`config.mk`:
```
export PLATFORM = sky130hd
export DESIGN_NAME = l2_arbiter
export DESIGN_NICKNAME = d
export VERILOG_FILES = /design/src/rtl/lc3b_types.sv /design/src/rtl/l2_arbiter_control.sv /design/src/rtl/l2_arbiter.sv
export SDC_FILE = /design/constraint.sdc
export NUM_CORES = 1
export LEC_CHECK = 0
export BUFFER_PORTS_ARGS = -buffer_cell sky130_fd_sc_hd__buf_2
export CAP_MARGIN = 20
export CORE_AREA = 5 5 279 281
export CTS_CLUSTER_SIZE = 10
export DETAILED_ROUTE_END_ITERATION = 6
export DIE_AREA = 0 0 284 286
export GPL_ROUTABILITY_DRIVEN = 0
export GPL_TIMING_DRIVEN = 0
export PLACE_DENSITY_LB_ADDON = 0.08
export SLEW_MARGIN = 20
export SYNTH_ARGS = -nofsm -noshare
export SYNTH_HDL_FRONTEND = slang
export SYNTH_SLANG_ARGS = --single-unit
```
`constraint.sdc`:
```
create_clock -name clk -period 1.95 [get_ports clk]
set_input_delay 0.39 -clock clk [delete_from_list [all_inputs] [get_ports clk]]
set_output_delay 0.39 -clock clk [all_outputs]
set_load 0.1 [all_outputs]
```
`src/rtl/lc3b_types.sv`:
```
// Shared LC-3b types used by the memory hierarchy: bus widths and the
// state/client enums of the L2 arbiter.
package lc3b_types;

  typedef logic [15:0]  lc3b_word;
  typedef logic [127:0] lc3b_chunk;
  typedef logic [15:0]  lc3b_mem_wmask;

  typedef enum logic [1:0] {
    IDLE    = 2'd0,
    GRANT_I = 2'd1,
    GRANT_D = 2'd2
  } l2_arb_state_t;

  typedef enum logic {
    CLIENT_I = 1'b0,
    CLIENT_D = 1'b1
  } l2_arb_client_t;

endpackage

```
`src/rtl/l2_arbiter_control.sv`:
```
// L2 arbiter control: grant FSM, last-grant tracking and tie-break.
// Tie-break is round-robin when L2_ARB_RR_EN is defined, else D has priority.
module l2_arbiter_control
  import lc3b_types::*;
(
  input  logic clk,
  input  logic reset,
  input  logic i_req,
  input  logic d_req,
  input  logic l2_resp,
  output logic grant_i,
  output logic grant_d
);

  l2_arb_state_t  state_q, state_d;
  l2_arb_client_t last_grant_q, last_grant_d;
  l2_arb_client_t tie_winner;

  always_comb begin
`ifdef L2_ARB_RR_EN
    tie_winner = (last_grant_q == CLIENT_I) ? CLIENT_D : CLIENT_I;
`else
    tie_winner = CLIENT_D;
`endif
  end

  always_ff @(posedge clk) begin
    if (reset) begin
      state_q      <= IDLE;
      last_grant_q <= CLIENT_I;
    end else begin
      state_q      <= state_d;
      last_grant_q <= last_grant_d;
    end
  end

  // A grant is only released by l2_resp; a client dropping its request
  // mid-transaction does not abort the L2 access.
  always_comb begin
    state_d      = state_q;
    last_grant_d = last_grant_q;
    grant_i      = 1'b0;
    grant_d      = 1'b0;
    unique case (state_q)
      IDLE: begin
        if (i_req && d_req) begin
          state_d = (tie_winner == CLIENT_D) ? GRANT_D : GRANT_I;
        end else if (i_req) begin
          state_d = GRANT_I;
        end else if (d_req) begin
          state_d = GRANT_D;
        end
      end
      GRANT_I: begin
        grant_i = 1'b1;
        if (l2_resp) begin
          last_grant_d = CLIENT_I;
          state_d      = IDLE;
        end
      end
      GRANT_D: begin
        grant_d = 1'b1;
        if (l2_resp) begin
          last_grant_d = CLIENT_D;
          state_d      = IDLE;
        end
      end
      default: state_d = IDLE;
    endcase
  end

endmodule

```
`src/rtl/l2_arbiter.sv`:
```
// Two-client (I-cache / D-cache) arbiter in front of the unified L2.
// Optional round-robin tie-break via L2_ARB_RR_EN (see l2_arbiter_control).
module l2_arbiter
  import lc3b_types::*;
(
  input  logic          clk,
  input  logic          reset,

  input  lc3b_word      i_mem_address,
  input  logic          i_mem_read,
  output lc3b_chunk     i_mem_rdata,
  output logic          i_mem_resp,

  input  lc3b_word      d_mem_address,
  input  lc3b_chunk     d_mem_wdata,
  input  logic          d_mem_read,
  input  logic          d_mem_write,
  input  lc3b_mem_wmask d_mem_byte_enable,
  output lc3b_chunk     d_mem_rdata,
  output logic          d_mem_resp,

  output lc3b_word      l2_address,
  output lc3b_chunk     l2_wdata,
  output logic          l2_read,
  output logic          l2_write,
  output lc3b_mem_wmask l2_byte_enable,
  input  lc3b_chunk     l2_rdata,
  input  logic          l2_resp
);

  logic grant_i;
  logic grant_d;

  l2_arbiter_control u_control (
    .clk     (clk),
    .reset   (reset),
    .i_req   (i_mem_read),
    .d_req   (d_mem_read | d_mem_write),
    .l2_resp (l2_resp),
    .grant_i (grant_i),
    .grant_d (grant_d)
  );

  always_comb begin
    l2_address     = '0;
    l2_wdata       = '0;
    l2_read        = 1'b0;
    l2_write       = 1'b0;
    l2_byte_enable = '0;
    if (grant_i) begin
      l2_address = i_mem_address;
      l2_read    = i_mem_read;
    end else if (grant_d) begin
      l2_address     = d_mem_address;
      l2_wdata       = d_mem_wdata;
      l2_byte_enable = d_mem_byte_enable;
      l2_write       = d_mem_write;
      // Write wins when the D-cache raises both strobes.
      l2_read        = d_mem_read & ~d_mem_write;
    end
  end

  assign i_mem_rdata = l2_rdata;
  assign d_mem_rdata = l2_rdata;
  assign i_mem_resp  = grant_i & l2_resp;
  assign d_mem_resp  = grant_d & l2_resp;

endmodule
```
==> impl_results.md, run 1 <==
- Largest regs: u_control.state_q: 2 flops
- Seq pwr share: 0.6%
- Crit Path Class: reg2out
- Worst R2R Path Depth: 7
- ANT nets after route: 0
- Vias after detailed routing: 5,111
- Max Cap Viol: 0
- Design Power: 8933 uW
- Int Pwr: 3107 uW
- Yosys reg bits: 2
- P_sw: 5827 uW
- Largest register FFs: 2
- Vias in the first global route: 5,461
- TritonCTS clock tree: built
- Drt pass-1 iters: 4
- Average wire per cell in the routed design: 14.98 um
- Worst Tran Pin Value: 0.5275 ns
- Ys Warns: 0
- Fin Clk Skew: 0.001863 ns
- Nets: 1,442
- PnR worst setup slack: -0.1903 ns
- Endpoints failing hold: 0
- Bufs on Longest Clock Path: 2
- Clock Latency Late Sink: 0.22 ns
- Final setup fails: 160
- Worst EP arrival: 1.75 ns
- Avg Inst Size Synth: 6.794 um^2
- HP Class: in2reg
- Sequential area share after synthesis: 1.200%
- Most common cell after layout, fill and taps aside: buf_2
- Worst VDD drop: 0.0002669 V
- Crit path capture: l2_wdata[4]
- Failing checks: negative setup slack
- Final total negative setup slack: -22.43 ns
- Switch share: 65.22%
- CP max FO: 5
- Startpoint type of the worst setup path: flop
- Status: complete, but fails checks
- Fmax: 0.4672 GHz
- Clk pwr share: 3.4%
- I/O pin count: 730
- Number of fill cells in the layout: 8,534
- Die X-Extent: 284 um
- Cells after Synth: 491
- Syn nets: 804
- Iteration-0 DRC count of the detailed router: 81
- Fin util: 15.22%
- Min Clock Period, post-route: 2.140 ns
- CTS H-Tree Depth: 1
- Initial antenna violation count: 8
- CP required: 1.56 ns
- Pleak: 0.005629 uW
- Slew Limit Fails: 0
- PD cells: 780.5 nW/um^2
- Via density: 2.423
- Non-Filler Instances: 2,109
- Initial Util: 4.436%
- Hpwl dp: 27.34 mm
- # port buffers: 601
- Headroom to the max-slew limit: 65.08%
- First-pass GRT wire length: 41.52 mm
- Drt total wl: 31.59 mm
- Biggest register: u_control.state_q
- Post-synthesis cell type count: 21
- Part of the cycle the worst path needs: 109.8%
- RSZ-0062 raised after global routing: yes
- Clock-pin transition on the worst setup and hold timing paths: 0.03 ns
- Row cnt: 101
- Syn Std Cell Area: 3336 um^2
- Combinational power share: 96.0%
- Root buf cell: clkbuf_16
- Global route overflow: 0
- Drt drc: 0
- Critical Path Source: u_control.state_q[1]
- Layout cells sized above 1: 96.89%
- Layout overhead on the synthesized area: 243.1%
- CP endpoint kind: output pin
- Reg-to-Reg End: u_control.state_q[1]
- R2r startpoint: u_control.state_q[0]
- Largest net degree at the start of global routing: 11
- R2R setup slack: 0.49 ns
- Total track usage: 6.846%
- Hold-fix buffers at CTS: 0
- Core Box Area: 75,190 um^2
- # clock sinks: 2
- Die H: 286 um
- Clock buffer count from CTS: 3
- Cells after DPL: 2,070
- Most frequent cells in the layout: buf_2, buf_4, buf_12
- DIE AREA: 81,220 um^2
cell usage after synthesis (all sizes together):
cell / count / area share, %
nor2: 2 / 0.23
nand3b: 1 / 0.23
nor3: 1 / 0.15
buf: 265 / 60
a32o: 1 / 0.30
o21ai: 16 / 2.4
a21oi: 3 / 0.45
clkbuf: 13 / 1.8
nor2b: 3 / 0.79
inv: 2 / 0.23
a22o: 1 / 0.26
dfxtp: 2 / 1.2
and2: 147 / 28
nand2b: 1 / 0.19
ha: 3 / 1.1
nand2: 30 / 3.4
power by group through the flow:
stage,Sequential (uW),Combinational [uW],Clock (uW)
floorplan,49.4,5600,0
global placement,51.6,6690,0
detailed placement,51.2,6660,0
CTS,56.2,8430,309
global route,57.2,8820,319
finish,56.6,8570,303
worst max-delay path, stage by stage (launching register included):
cell,delay (ns)
dfxtp_4,0.37
inv_4,0.04
ha_4,0.16
nor2b_4,0.12
buf_12,0.16
buf_16,0.15
clkbuf_16,0.16
and2_4,0.18
buf_12,0.18
kinds of logic (layout without fill, tap and decap cells):
| group | count (synthesis) | after routing | share of synthesized area [%] |
|---|---|---|---|
| compound gates | 21 | 21 | 3.413 |
| fa+ha+maj | 3 | 3 | 1.125 |
| buf+inv | 280 | 916 | 61.74 |
| flops | 2 | 2 | 1.200 |
| other cells | 0 | 4 | 0 |
| simple gates | 185 | 185 | 32.52 |
how the worst min path moves through the flow:
stage                         start              endpoint  slack [ns]  cells after the start
2_1_floorplan                 reset  u_control.state_q[1]        0.46                      1
3_3_place_gp   u_control.state_q[1]  u_control.state_q[1]        0.52                      2
3_5_place_dp   u_control.state_q[1]  u_control.state_q[1]        0.51                      2
4_1_cts                       reset  u_control.state_q[1]        0.34                      2
5_1_grt                       reset  u_control.state_q[1]        0.33                      2
6_report                      reset  u_control.state_q[1]        0.34                      2
per-stage QoR:
stage               hold WS [ns]  setup WS [ns]  instance area (um^2)
floorplan                 0.4591        -0.2726                  3659
global route              0.3323        -0.2739                 11440
CTS                       0.3354        -0.3643                 11120
detailed placement        0.5125        -0.7095                  7890
global placement          0.5202        -0.6569                  7890
finish                    0.3358        -0.1903                 11440
area by class of cell:
cell class / instances / area (um^2) / area share (%)
multi-input combinational: 209 / 1770 / 15.47
sequential: 2 / 47.55 / 0.4154
clock buffer: 3 / 75.07 / 0.6560
buffer: 276 / 2323 / 20.30
tap: 978 / 1224 / 10.69
antenna: 4 / 10.01 / 0.08746
inverter: 2 / 12.51 / 0.1093
timing repair buffer: 635 / 5982 / 52.27
repair_timing:
action,4_1_cts,5_1_grt
pin swaps,27,74
cloned,6,8
buffers inserted,16,6
gates resized for setup,785,73
setup endpoints to repair,164,164
per-layer routing:
layer  share of wire, %  global-route usage, %
met4               0.95                 0.8688
met5              0.041                      0
met3                6.8                  1.554
met1                 32                  6.767
met2                 60                  14.60
No activity file was read; power rests on OpenSTA's default activity.
==> run 2: changes to the inputs <==
==> constraint.sdc (replaced) <==
create_clock -name clk -period 1.95 [get_ports clk]
set_input_delay 0.39 -clock clk [delete_from_list [all_inputs] [get_ports clk]]
set_output_delay 0.39 -clock clk [all_outputs]
set_load 0.01 [all_outputs]
==> impl_results.md, run 2 (synthesized netlist as in run 1, its figures left out) <==
- Layout cells sized above 1: 91.10% (-5.8 points)
- Worst Tran Pin Value: 0.1741 ns (-0.3534 ns)
- Die H: 286 um (unchanged)
- Drt pass-1 iters: 4 (unchanged)
- Most common cell after layout, fill and taps aside: buf_2
- Startpoint type of the worst setup path: flop
- HP Class: in2reg
- Failing checks: negative setup slack
- Biggest register: u_control.state_q
- I/O pin count: 730 (unchanged)
- Crit path capture: l2_wdata[17]
- Final hold slack: 0.3428 ns (+0.006998 ns)
- Die X-Extent: 284 um (unchanged)
- Global route overflow: 0 (unchanged)
- Min Clock Period, post-route: 2.093 ns (-0.04729 ns)
- Bufs on Longest Clock Path: 2 (unchanged)
- Endpoints failing hold: 0 (unchanged)
- R2R setup slack: 0.49 ns (about the same)
- TritonCTS clock tree: built
- Drt total wl: 29.33 mm (-7.1%)
- Max Cap Viol: 0 (unchanged)
- Hold-fix buffers at CTS: 0 (unchanged)
- Final total negative setup slack: -12.19 ns (+10.24 ns)
- PnR worst setup slack: -0.1430 ns (+0.04729 ns)
- Hpwl dp: 25.68 mm (-6.1%)
- Drt drc: 0 (unchanged)
- Final setup fails: 161 (+0.63%)
- Most frequent cells in the layout: buf_2, buf_4, buf_6
- Fmax: 0.4778 GHz (+2.3%)
- Row cnt: 101 (unchanged)
- CP max FO: 6 (+1)
- Slew Limit Fails: 0 (unchanged)
- Average wire per cell in the routed design: 13.95 um (-6.9%)
- PD cells: 375.2 nW/um^2 (-52%)
- CP required: 1.56 ns (about the same)
- Clock buffer count from CTS: 3 (unchanged)
- RSZ-0062 raised after global routing: yes
- CP endpoint kind: output pin
- Worst R2R Path Depth: 7 (unchanged)
- ANT nets after route: 0 (unchanged)
- Status: complete, but fails checks
- Initial Util: 4.436% (unchanged)
- Worst EP arrival: 1.70 ns (-0.05 ns)
- Crit-path max cell delay: 0.37 ns (about the same)
- Clock-pin transition on the worst setup and hold timing paths: 0.03 ns (about the same)
- Core Box Area: 75,190 um^2 (unchanged)
- R2r startpoint: u_control.state_q[0]
- # port buffers: 601 (unchanged)
- Design Power: 3513 uW (-61%)
- Worst VDD drop: 0.0002506 V (-6.1%)
- Layout overhead on the synthesized area: 180.7%
- Via density: 2.426 (+0.11%)
- Largest net degree at the start of global routing: 11 (unchanged)
- Largest regs: u_control.state_q: 2 flops
- First-pass GRT wire length: 38.52 mm (-7.2%)
- Reg-to-Reg End: u_control.state_q[1]
- CTS H-Tree Depth: 1 (unchanged)
- Worst path slowest cell: dfxtp_4
- Crit Path Class: reg2out
- Root buf cell: clkbuf_16
- Fin Clk Skew: 0.001064 ns (-0.0007994 ns)
- Nets: 1,438 (-0.28%)
- Iteration-0 DRC count of the detailed router: 48 (-41%)
- # clock sinks: 2 (unchanged)
- Initial antenna violation count: 3 (-5)
- Part of the cycle the worst path needs: 107.3% (-2.4 points)
- Clock Latency Late Sink: 0.22 ns (about the same)
- Critical Path Source: u_control.state_q[1]
- Total track usage: 6.311% (-0.54 points)
- Vias in the first global route: 5,291 (-3.1%)
- Headroom to the max-slew limit: 88.39% (+23 points)
- Largest register FFs: 2 (unchanged)
- Vias after detailed routing: 5,102 (-0.18%)
- Critical Path, Cell by Cell: inv_4 > ha_4 > nor2b_4 > buf_12 > buf_16 > clkbuf_16 > and2_4 > buf_6
- DIE AREA: 81,220 um^2 (unchanged)
- Pleak: 0.005113 uW (-9.2%)
- Fin util: 12.45% (-2.8 points)
## run 2: cell count changes in the layout (fill, tap and decap cells not counted), moves of 3 or more
cell / change
o21ai_2: +3
buf_6: +89
clkbuf_16: -3
o21ai_1: +9
buf_8: -3
and2_1: +59
buf_12: -160
buf_2: +68
and2_4: -17
and2_2: -42
o21ai_4: -12
nand2_4: +5
nand2_1: -4
## run 2: how the worst min path moves through the flow
stage,slack (ns),cells after the start,startpoint,to
2_1_floorplan,0.46,1,reset,u_control.state_q[1]
3_5_place_dp,0.51,2,u_control.state_q[1],u_control.state_q[1]
4_1_cts,0.35,2,reset,u_control.state_q[0]
6_report,0.34,2,reset,u_control.state_q[1]
5_1_grt,0.35,2,reset,u_control.state_q[1]
3_3_place_gp,0.52,2,u_control.state_q[1],u_control.state_q[1]
## run 2: critical path: cells and delay by family (launching register included)
family | cells | cell delay [ns]
adder cells (fa/ha/maj) | 1 | 0.16
flip-flops | 1 | 0.37
buffers and inverters | 5 | 0.63
AND/OR/NAND/NOR | 2 | 0.29
## run 2: final cells by class
type | count | area, um^2
inverters | 2 | 12.51
plain buffers | 276 | 2306
clock buffers | 3 | 75.07
fillers | 8778 | 65830
diodes | 2 | 5.005
repair buffers | 631 | 4109
multi-input cells | 209 | 1584
flip-flops and latches | 2 | 47.55
well taps | 978 | 1224
## run 2: report_power, final
group	leakage [uW]	switching [uW]	internal [uW]	total, uW
clock	0.0000370	43.1	261	304
sequential	0.0000178	9.21	47.3	56.5
combinational	0.00506	1280	1870	3150
## run 2: routing by layer
metal	global-route usage (%)	routed length, um
met5	0	30
met4	0.2570	74
met3	1.618	2179
met2	14.30	18230
met1	5.672	8820
## run 2: timing repair
action,4_1_cts,5_1_grt
buffers inserted,11,5
pin swaps,41,29
setup endpoints to repair,163,163
cloned,8,6
gates resized for setup,139,210
## run 2: per-stage QoR
step / setup slack [ns] / area [um^2] / instances
finish: -0.1430 / 9363 / 2103
global route: -0.2251 / 9360 / 2102
CTS: -0.2773 / 8476 / 2092
detailed placement: -0.4338 / 7567 / 2070
global placement: -0.4670 / 7567 / 2070
floorplan: 0.2657 / 3336 / 491
==> run 3: changes to the inputs <==
Settings changed: SKIP_LAST_GASP set to 1.
==> impl_results.md, run 3 (synthesized netlist as in run 1, its figures left out) <==
- Final hold slack: 0.3456 ns (+0.002760 ns)
- Initial Util: 4.436% (unchanged)
- Largest regs: u_control.state_q: 2 flops
- Clock buffer count from CTS: 3 (unchanged)
- ANT nets after route: 0 (unchanged)
- R2r startpoint: u_control.state_q[0]
- Drt pass-1 iters: 4 (unchanged)
- Largest register FFs: 2 (unchanged)
- Layout cells sized above 1: 91.58% (+0.48 points)
- PD cells: 382.0 nW/um^2 (+1.8%)
- Clk pwr share: 8.3% (-0.3 points)
- Worst VDD drop: 0.0002495 V (-0.47%)
- Root buf cell: clkbuf_16
- Critical Path, Cell by Cell: inv_4 > ha_4 > nor2b_4 > buf_12 > buf_16 > clkbuf_16 > and2_4 > buf_6
- Die H: 286 um (unchanged)
- CP Depth: 8 (unchanged)
- Part of the cycle the worst path needs: 107.6% (+0.29 points)
- Crit path capture: l2_wdata[17]
- Critical Path Source: u_control.state_q[1]
- Drt total wl: 30.02 mm (+2.3%)
- Clock-pin transition on the worst setup and hold timing paths: 0.03 ns (about the same)
- Layout overhead on the synthesized area: 185.4%
- Row cnt: 101 (unchanged)
- Fmax: 0.4765 GHz (-0.27%)
- Dpl ws: -0.4338 ns (unchanged)
- Vias in the first global route: 5,286 (-0.095%)
- Seq pwr share: 1.6% (about the same)
- Most frequent cells in the layout: buf_2, buf_4, buf_6
- CP max FO: 6 (unchanged)
- Status: complete, but fails checks
- Clock Latency Late Sink: 0.22 ns (about the same)
- Worst Tran Pin Value: 0.1740 ns (-0.0001390 ns)
- Biggest register: u_control.state_q
- Vias after detailed routing: 5,143 (+0.80%)
- Average wire per cell in the routed design: 14.24 um (+2.1%)
- Grt peak-use layer: met2
- Routing usage on met3: 1.657% (+0.040 points)
- Endpoints failing hold: 0 (unchanged)
- Global route overflow: 0 (unchanged)
- Pleak: 0.005180 uW (+1.3%)
- # clock sinks: 2 (unchanged)
- RSZ-0062 raised after global routing: yes
- Reg-to-Reg End: u_control.state_q[1]
- Crit Path Class: reg2out
- Switch share: 37.56% (-0.30 points)
- Failing checks: negative setup slack
- Most common cell after layout, fill and taps aside: buf_2
- Multi-input gate area: 1595 um^2 (+0.71%)
- Total track usage: 6.308% (about the same)
- Combinational power share: 90.1% (+0.4 points)
- Slew Limit Fails: 0 (unchanged)
- CP bufs+invs: 5 (unchanged)
- CP required: 1.56 ns (about the same)
- Largest net degree at the start of global routing: 11 (unchanged)
- GR Util met1: 5.644% (-0.029 points)
- Worst EP arrival: 1.71 ns (about the same)
- Drt drc: 0 (unchanged)
- Worst R2R Path Depth: 7 (unchanged)
- Via density: 2.440 (+0.56%)
- Int Pwr: 2271 uW (+4.1%)
- Startpoint type of the worst setup path: flop
- Bufs on Longest Clock Path: 2 (unchanged)
- Iteration-0 DRC count of the detailed router: 40 (-17%)
- Hold-fix buffers at CTS: 0 (unchanged)
- Worst path slowest cell: dfxtp_4
- CP delay by family, top: buffers and inverters
- Die X-Extent: 284 um (unchanged)
- GR Layer Usage met2: 14.29% (about the same)
- CTS H-Tree Depth: 1 (unchanged)
- First-pass GRT wire length: 38.53 mm (about the same)
- Number of fill cells in the layout: 8,767 (-0.13%)
- Crit-path max cell delay: 0.37 ns (about the same)
- Headroom to the max-slew limit: 88.40% (about the same)
- Final setup fails: 161 (unchanged)
- Nets: 1,443 (+0.35%)
- DIE AREA: 81,220 um^2 (unchanged)
- Initial antenna violation count: 3 (unchanged)
- TritonCTS clock tree: built
- Hpwl dp: 25.68 mm (unchanged)
- # port buffers: 601 (unchanged)
- CP endpoint kind: output pin
- PnR worst setup slack: -0.1487 ns (-0.005734 ns)
- R2R setup slack: 0.50 ns (about the same)
- HP Class: in2reg
- Min Clock Period, post-route: 2.099 ns (+0.005734 ns)
- Register area: 47.55 um^2 (unchanged)
- Fin Clk Skew: 0.0009474 ns (-0.0001164 ns)
- P_sw: 1366 uW (+2.7%)
- Core Box Area: 75,190 um^2 (unchanged)
- Max Cap Viol: 0 (unchanged)
- I/O pin count: 730 (unchanged)
run 3: worst min path at each step:
stage | end | cells past startpoint | slack [ns] | from
finish | u_control.state_q[1] | 2 | 0.35 | reset
global route | u_control.state_q[1] | 2 | 0.35 | reset
CTS | u_control.state_q[0] | 2 | 0.35 | reset
detailed placement | u_control.state_q[1] | 2 | 0.51 | u_control.state_q[1]
global placement | u_control.state_q[1] | 2 | 0.52 | u_control.state_q[1]
floorplan | u_control.state_q[1] | 1 | 0.46 | reset
run 3: area by class of cell:
class	instances	share of cell area (%)
timing repair buffer	636	44.82
inverter	2	0.1314
multi-input combinational	209	16.76
tap	978	12.85
sequential	2	0.4994
antenna	2	0.05257
clock buffer	3	0.7885
buffer	276	24.10
run 3: worst register-to-register path: stages (launching register included):
cell and delay (ns):
dfxtp_4 0.37, inv_4 0.04, buf_4 0.12, buf_4 0.12, ha_1 0.30, nor2b_1 0.15
o21ai_0 0.15, a21oi_1 0.08
run 3: per-layer routing:
metal  routed length [um]  vias to the layer above
li1                     -                     2515
met1                 9327                     2275
met5                   30                        -
met2                18490                      341
met3                 2137                        8
met4                   33                        4
run 3: power groups by stage:
| stage | registers (uW) | logic, uW | clock network (uW) |
|---|---|---|---|
| finish | 56.7 | 3280 | 303 |
| CTS | 56.4 | 2680 | 309 |
| detailed placement | 51.1 | 2220 | 0 |
| floorplan | 49.4 | 1170 | 0 |
| global route | 57.7 | 3520 | 319 |
| global placement | 51.8 | 2260 | 0 |
run 3: metrics by stage:
| stage | cells | area, um^2 | util, % | total power, uW | setup TNS (ns) |
|---|---|---|---|---|---|
| floorplan | 491 | 3336 | - | 1218 | 0 |
| detailed placement | 2070 | 7567 | 10.06 | 2270 | -32.81 |
| finish | 2108 | 9520 | 12.66 | 3637 | -13.67 |
| global route | 2107 | 9518 | 12.66 | 3901 | -26.41 |
| global placement | 2070 | 7567 | 10.06 | 2316 | -33.76 |
| CTS | 2092 | 8337 | 11.09 | 3049 | -33.97 |
run 3: repair_timing:
action,CTS,global route
setup endpoints to repair,163,164
resized for setup,107,258
gates cloned,8,11
buffers inserted,11,7
pin swaps,15,84
